$ cat src/rtl/record_sequencer.sv
// Recording session sequencer: eighth-note tick, record enable, length tracking and playback.
// Define COUNT_IN_EN to add a count-in phase (with click pulses) ahead of recording.
module record_sequencer #(
    parameter int SLOTS          = 160,
    parameter int DEFAULT_PERIOD = 34816000,
    parameter int COUNT_IN_TICKS = 8
) (
    input  logic                  clk_in,
    input  logic                  rst_n_in,
    input  logic                  btn_record_in,
    input  logic                  btn_play_in,
    input  logic [25:0]           tick_period_in,
    input  logic [SLOTS-1:0][5:0] notes_in,
    output logic                  record_active_out,
    output logic                  tick_out,
    output logic [7:0]            slot_idx_out,
    output logic [7:0]            recorded_len_out,
    output logic [5:0]            play_note_out,
    output logic                  play_valid_out,
    output logic                  click_out,
    output logic [2:0]            state_out
);

    // state      | meaning
    // IDLE       | no session, waiting for a button
    // COUNT_IN   | clicking the count-in before recording
    // RECORD     | writer enabled, one slot per tick
    // DONE       | session captured, waiting for a button
    // PLAYBACK   | stepping through the captured slots
    typedef enum logic [2:0] {
        S_IDLE     = 3'd0,
        S_COUNT_IN = 3'd1,
        S_RECORD   = 3'd2,
        S_DONE     = 3'd3,
        S_PLAYBACK = 3'd4
    } state_t;

    if (SLOTS < 1 || SLOTS > 255 || COUNT_IN_TICKS < 1 || COUNT_IN_TICKS > 255) begin : g_param_check
        $error("record_sequencer: SLOTS and COUNT_IN_TICKS must be in 1..255");
    end

    localparam logic [25:0] DEF_P   = 26'(DEFAULT_PERIOD);
    localparam logic [7:0]  SLOTS_B = 8'(SLOTS);

    state_t      state_q, state_d;
    logic [25:0] cnt_q, cnt_d;
    logic [25:0] period_q, period_d;
    logic [25:0] sel_period;
    logic [7:0]  slot_q, slot_d;
    logic [7:0]  len_q, len_d;
    logic [5:0]  note_q;
    logic        ticking, tick;
    logic        start_rec, start_play;

`ifdef COUNT_IN_EN
    localparam state_t     START_STATE = S_COUNT_IN;
    localparam logic [7:0] CI_LAST     = 8'(COUNT_IN_TICKS - 1);
    logic [7:0] ci_q, ci_d;
`else
    localparam state_t START_STATE = S_RECORD;
`endif

    assign ticking    = state_q inside {S_COUNT_IN, S_RECORD, S_PLAYBACK};
    assign tick       = ticking && (cnt_q == period_q - 26'd1);
    assign sel_period = (tick_period_in == 26'd0) ? DEF_P : tick_period_in;

    always_comb begin
        state_d    = state_q;
        cnt_d      = cnt_q;
        period_d   = period_q;
        slot_d     = slot_q;
        len_d      = len_q;
        start_rec  = 1'b0;
        start_play = 1'b0;
`ifdef COUNT_IN_EN
        ci_d       = ci_q;
`endif
        if (ticking) begin
            cnt_d = tick ? 26'd0 : cnt_q + 26'd1;
        end

        case (state_q)
            S_IDLE, S_DONE: begin
                if (btn_record_in) begin
                    start_rec = 1'b1;
                end else if (btn_play_in && len_q != 8'd0) begin
                    start_play = 1'b1;
                end
            end
`ifdef COUNT_IN_EN
            S_COUNT_IN: begin
                if (btn_record_in) begin
                    state_d = S_IDLE;
                end else if (tick) begin
                    ci_d = ci_q + 8'd1;
                    // counter wraps on this tick, so RECORD keeps the same tick grid
                    if (ci_q == CI_LAST) begin
                        state_d = S_RECORD;
                        slot_d  = 8'd0;
                    end
                end
            end
`endif
            S_RECORD: begin
                if (btn_record_in) begin
                    state_d = S_DONE;
                    len_d   = slot_q;
                end else if (tick) begin
                    slot_d = slot_q + 8'd1;
                    if (slot_q == SLOTS_B - 8'd1) begin
                        state_d = S_DONE;
                        len_d   = SLOTS_B;
                    end
                end
            end
            S_PLAYBACK: begin
                if (btn_record_in) begin
                    start_rec = 1'b1;
                end else if (btn_play_in) begin
                    state_d = S_DONE;
                end else if (tick) begin
                    if (slot_q == len_q - 8'd1) begin
                        state_d = S_DONE;
                    end else begin
                        slot_d = slot_q + 8'd1;
                    end
                end
            end
            default: state_d = S_IDLE;
        endcase

        if (start_rec) begin
            state_d  = START_STATE;
            cnt_d    = 26'd0;
            slot_d   = 8'd0;
            period_d = sel_period;
`ifdef COUNT_IN_EN
            ci_d     = 8'd0;
`endif
        end
        if (start_play) begin
            state_d  = S_PLAYBACK;
            cnt_d    = 26'd0;
            slot_d   = 8'd0;
            period_d = sel_period;
        end
    end

    always_ff @(posedge clk_in or negedge rst_n_in) begin
        if (!rst_n_in) begin
            state_q  <= S_IDLE;
            cnt_q    <= 26'd0;
            period_q <= 26'd0;
            slot_q   <= 8'd0;
            len_q    <= 8'd0;
            note_q   <= 6'd0;
`ifdef COUNT_IN_EN
            ci_q     <= 8'd0;
`endif
        end else begin
            state_q  <= state_d;
            cnt_q    <= cnt_d;
            period_q <= period_d;
            slot_q   <= slot_d;
            len_q    <= len_d;
            // slot stays below SLOTS in PLAYBACK; the compare keeps the index in range regardless
            if (state_q == S_PLAYBACK && slot_q < SLOTS_B) begin
                note_q <= notes_in[slot_q];
            end else begin
                note_q <= 6'd0;
            end
`ifdef COUNT_IN_EN
            ci_q     <= ci_d;
`endif
        end
    end

    assign record_active_out = (state_q == S_RECORD);
    assign play_valid_out    = (state_q == S_PLAYBACK);
    assign play_note_out     = (state_q == S_PLAYBACK) ? note_q : 6'd0;
    assign tick_out          = tick;
    assign slot_idx_out      = slot_q;
    assign recorded_len_out  = len_q;
    assign state_out         = state_q;
`ifdef COUNT_IN_EN
    assign click_out         = (state_q == S_COUNT_IN) && tick;
`else
    assign click_out         = 1'b0;
`endif

endmodule

$ cat config.mk
export PLATFORM = sky130hd
export DESIGN_NAME = record_sequencer
export DESIGN_NICKNAME = d
export VERILOG_FILES = /design/src/rtl/record_sequencer.sv
export SDC_FILE = /design/constraint.sdc
export NUM_CORES = 1
export LEC_CHECK = 0
export ABC_CLOCK_PERIOD_IN_PS = 9700
export CORE_AREA = 8 8 396 398
export DETAILED_ROUTE_END_ITERATION = 8
export DIE_AREA = 0 0 404 406
export GPL_TIMING_DRIVEN = 0
export PLACE_DENSITY_LB_ADDON = 0.1
export SKIP_CTS_REPAIR_TIMING = 1
export SLEW_MARGIN = 40
export SYNTH_ARGS = -nofsm -noshare
export SYNTH_HDL_FRONTEND = slang
export SYNTH_SLANG_ARGS = --single-unit
$ cat constraint.sdc
create_clock -name clk_in -period 9.7 [get_ports clk_in]
set_input_delay 0.97 -clock clk_in [delete_from_list [all_inputs] [get_ports clk_in]]
set_output_delay 0.97 -clock clk_in [all_outputs]
set_load 0.02 [all_outputs]
==> summary by stage <==
Worst setup path
The worst setup path is captured at a primary output. The required time of the critical path is 8730 ps. The worst register-to-register path begins at slot_idx_out[0].

The critical path arrival is 4380 ps. Of all nets on the critical path, the largest fanout is 8. The origin of the worst setup path is period_q[0]. For the worst flop-to-flop path, the logic depth is 8.

The capturing instance or port of the critical path is tick_out. The highest-delay cell along the critical path is sky130_fd_sc_hd__clkdlybuf4s50_1. The endpoint of the most critical register-to-register path is note_q[5]. The biggest cell delay along the critical path is about 710 ps. The worst setup path is of the reg2out kind. Traced cell by cell, the critical path runs through inv_1 > ha_1 > nor3b_1 > nand4_2 > nor4_2 > xnor2_1 > nand4b_1 > or4_1 > a211oi_1 > clkdlybuf4s50_1. STA classifies the critical path startpoint as a flip-flop. In this run the register-to-register setup slack is 4980 ps.

Placed design
At the placement stage, the worst setup path has a slack of between 4000 and 5000 ps. The detailed-placement wirelength estimate is approximately 120000 um. The count of input and output buffers is a little over 1000. The final estimated routing congestion in global placement is ~0.83.

Drt
Detailed routing inserted a total of roughly 15000 vias. The remaining design rule violation count is 0. The final wirelength is 135900 um. For this run, the detailed router's first-pass iteration total came to 5. Using the TritonRoute via totals, the vias-per-cell ratio works out to approximately 3.7. In the final routed layout, each cell accounts on average for ~33 um. The first routing iteration left around 920 violations.

The residual antenna-violating net count after detailed routing is 0.

Floorplanning
Once the floorplan was initialized, standard cells occupied 8.371% of the core. The die extent in y is between 400 and 500 um. After floorplanning, the core was sized to cover ~150000 sq um. Pin placement for this block handled between 1000 and 1500 I/O pins. The full die area is approximately 160000 sq um. The width of the chip is approximately 400 um. The number of cell rows is around 140.

CTS
The clock edge transition at the registers on the reported setup and hold paths is around 70 ps. Counting along the longest clock path gives a buffer depth of 2. The clock root buffer is sky130_fd_sc_hd__clkbuf_16. The maximum level of the CTS H-tree is 3. The total clock buffers created by CTS is 9. TritonCTS built the clock tree.

The insertion delay to the later sink of the worst-skew pair is around 360 ps. Clock tree synthesis found a total of between 70 and 80 sinks.

Synth
The count of flip-flops with a built-in enable after synthesis is 0. Yosys attributes the largest share of cell area to sky130_fd_sc_hd__mux4_2 (56%), sky130_fd_sc_hd__dfrtp_1 (15%), sky130_fd_sc_hd__nand2_1 (3.2%). The post-synthesis cell area is between 10000 and 15000 sq um. In this run the biggest area consumer among cell types represents between 50 and 60% of the synthesized area.

The commonest cells after synthesis are sky130_fd_sc_hd__mux4_2 (312), sky130_fd_sc_hd__nand2_1 (106), sky130_fd_sc_hd__clkbuf_1 (79), sky130_fd_sc_hd__dfrtp_1 (77), sky130_fd_sc_hd__nor2_1 (43). The number of register bits inferred by synthesis is 77. Yosys mapped the design onto a little over 70 distinct sky130hd cell types.

The fraction of synthesis flops using an asynchronous set or reset pin is between 90% and 100%. The number of nets produced by synthesis is 2027. The top flip-flop cell by instance count after synthesis is sky130_fd_sc_hd__dfrtp_1. After synthesis, the mean cell area works out to between 10 and 15 sq um. The count of warnings emitted by yosys is 0. The post-synthesis cell count is slightly above 1000.

The largest total area in the synthesized netlist belongs to sky130_fd_sc_hd__mux4_2. The most frequent cell after synthesis is sky130_fd_sc_hd__mux4_2. For this run, the register share of the synthesized area comes to between 10% and 20%.

Power
The total leakage power is 8.295 nW. The combinational cell fraction of total power is 62.5%. IR analysis of the VDD net gives a maximum drop of around 0.086 mV.

The ratio of total power to cell area is approximately 95 nW/um^2. The clock network fraction of design power is between 10% and 20%. The analysis attributes to net switching a power of 1.082 mW. The internal power of the cells totals ~1.4 mW. In this run switching power makes up 43.34% of total power. The part of the power in registers is approximately 23%.

Run status
The run finished with clean final reports.

STA
Across the routed clock network, the largest skew measured is 13.77 ps. The number of failing hold endpoints at the final stage is 0. The final-report max-slew violation count was 0.

The smallest clock period supported by the final layout is computed as 5354 ps. Setup repair after global routing left no endpoint under its margin. The fraction of the cycle the final worst path needs is 55.19%. The slew at the pin closest to its max-slew limit is ~840 ps. Setup violations remaining at the end of the flow were counted as 0. The post-route setup TNS is 0 ps.

The worst path setup slack after routing is 4346 ps. The worst slew slack as a fraction of its limit is a little over two fifths. For this run, the top clock speed supported by timing is about 190 MHz.

GRT
The number of global-route vias before repair is approximately 17000. For this run, the total global-route usage over all layers was measured as 15.64%. The global-route wire length before repair is 171500 um. The total overflow left after global routing is 0. The largest net degree at the start of global routing is between 40 and 50.

The number of antenna violations at the first check in global routing came to 70.

Cells and area
The count of fill cells added during filler insertion is about 17000. The area growth from synthesis to layout is 107.4%. The area occupied by registers is approximately 1900 sq um.

The area of the multi-input gates is about 10000 sq um. The proportion of layout cells with a drive suffix above 1 is about a fifth. The final layout contains around 3100 nets.

Worst hold path
The path class of the lowest-slack min-delay path is in2async.

Run
Across the run, the number of max-cap violations was 0.
## state kept, by name, summed over array words and instances (netlist names)
register          cells
cnt_q                26
note_q                6
period_q             26
recorded_len_out      8
slot_idx_out          8
state_out             3
## final cells by class
type | count | area share (%)
flip-flops and latches | 77 | 7.368
plain buffers | 114 | 2.029
clock inverters | 5 | 0.2297
clock buffers | 11 | 0.9282
inverters | 13 | 0.1866
diodes | 19 | 0.1818
multi-input cells | 828 | 39.12
well taps | 2030 | 9.713
repair buffers | 1034 | 40.24
## critical path: cells and delay by family (launching register included)
| kind | cells | cell delay (ps) |
|---|---|---|
| DFF | 1 | 440 |
| buffers and inverters | 2 | 810 |
| AOI/OAI and AO/OA | 1 | 450 |
| xor gates and xnor gates | 1 | 140 |
| and+or+nand+nor | 5 | 2000 |
| adders and majority gates | 1 | 190 |
## worst min path at each step
stage | depth (start not counted) | endpoint | slack (ps)
detailed placement | 2 | period_q[24] | 530
global placement | 2 | period_q[24] | 530
finish | 1 | recorded_len_out[7] | 540
floorplan | 2 | period_q[24] | 480
CTS | 1 | recorded_len_out[7] | 530
global route | 1 | recorded_len_out[7] | 560
## cell families after synthesis
kind of cell,count (synthesis),share of synthesized area (%)
multiplexers,330,57.17
buffers and inverters,127,3.879
adder cells (fa/ha/maj),5,0.4961
flip-flops,77,15.28
AND/OR/NAND/NOR,321,13.45
AO/OA/AOI/OAI,127,6.638
other,1,0.02974
XOR/XNOR,44,3.056
## power by group through the flow
| stage | clock [mW] | sequential (mW) | combinational [mW] |
|---|---|---|---|
| after detailed placement | 0 | 0.580 | 1.58 |
| after floorplan | 0 | 0.531 | 0.779 |
| after global placement | 0 | 0.578 | 1.56 |
| final | 0.357 | 0.578 | 1.56 |
| after CTS | 0.370 | 0.576 | 1.58 |
| after global routing | 0.381 | 0.599 | 1.70 |
## per-stage QoR
step | hold WS, ps | total power, mW | utilization (%) | cells | cell area, sq um
2_1_floorplan | 482.9 | 1.310 | - | 1032 | 12610
3_3_place_gp | 527.6 | 2.143 | 16.81 | 4079 | 25330
3_5_place_dp | 525.8 | 2.156 | 17.11 | 4095 | 25780
4_1_cts | 534.7 | 2.531 | 17.31 | 4111 | 26090
5_1_grt | 556.2 | 2.679 | 17.33 | 4116 | 26110
6_report | 537.9 | 2.496 | 17.36 | 4131 | 26150
## metal layers
layer  wire, um  vias up  GRT usage [%]  share of wire, %
met3       9156      104          3.576               6.7
met4       1159       28          1.086              0.85
li1           -     6497              -                 -
met1      49860     7831          17.69                37
met5        165        -              0              0.12
met2      75570      683          30.86                56
## placed cells by master (no fill, tap or decap), types with 8 or more instances in the layout
| master | Yosys | routed |
|---|---|---|
| sky130_fd_sc_hd__or3_1 | 8 | 8 |
| sky130_fd_sc_hd__clkbuf_1 | 79 | 42 |
| sky130_fd_sc_hd__o21ai_0 | 25 | 25 |
| sky130_fd_sc_hd__mux2i_1 | 16 | 13 |
| sky130_fd_sc_hd__clkbuf_16 | 0 | 9 |
| sky130_fd_sc_hd__clkdlybuf4s50_1 | 0 | 1016 |
| sky130_fd_sc_hd__nand2b_1 | 13 | 13 |
| sky130_fd_sc_hd__clkbuf_2 | 0 | 33 |
| sky130_fd_sc_hd__nor2_1 | 43 | 42 |
| sky130_fd_sc_hd__and3_1 | 12 | 12 |
| sky130_fd_sc_hd__inv_1 | 13 | 13 |
| sky130_fd_sc_hd__nor4_1 | 21 | 19 |
| sky130_fd_sc_hd__xor2_1 | 13 | 13 |
| sky130_fd_sc_hd__mux4_2 | 312 | 312 |
| sky130_fd_sc_hd__xnor2_1 | 31 | 31 |
| sky130_fd_sc_hd__nor3_1 | 23 | 23 |
| sky130_fd_sc_hd__a21oi_1 | 27 | 27 |
| sky130_fd_sc_hd__nand4_1 | 12 | 12 |
| sky130_fd_sc_hd__dfrtp_1 | 77 | 77 |
| sky130_fd_sc_hd__diode_2 | 0 | 19 |
| sky130_fd_sc_hd__or4_1 | 13 | 13 |
| sky130_fd_sc_hd__buf_16 | 0 | 9 |
| sky130_fd_sc_hd__nand2_1 | 106 | 106 |
| sky130_fd_sc_hd__nand3_1 | 27 | 27 |
| sky130_fd_sc_hd__buf_2 | 4 | 29 |
| sky130_fd_sc_hd__a31oi_1 | 12 | 12 |
Note: power is estimated with default switching activity, not from simulation.
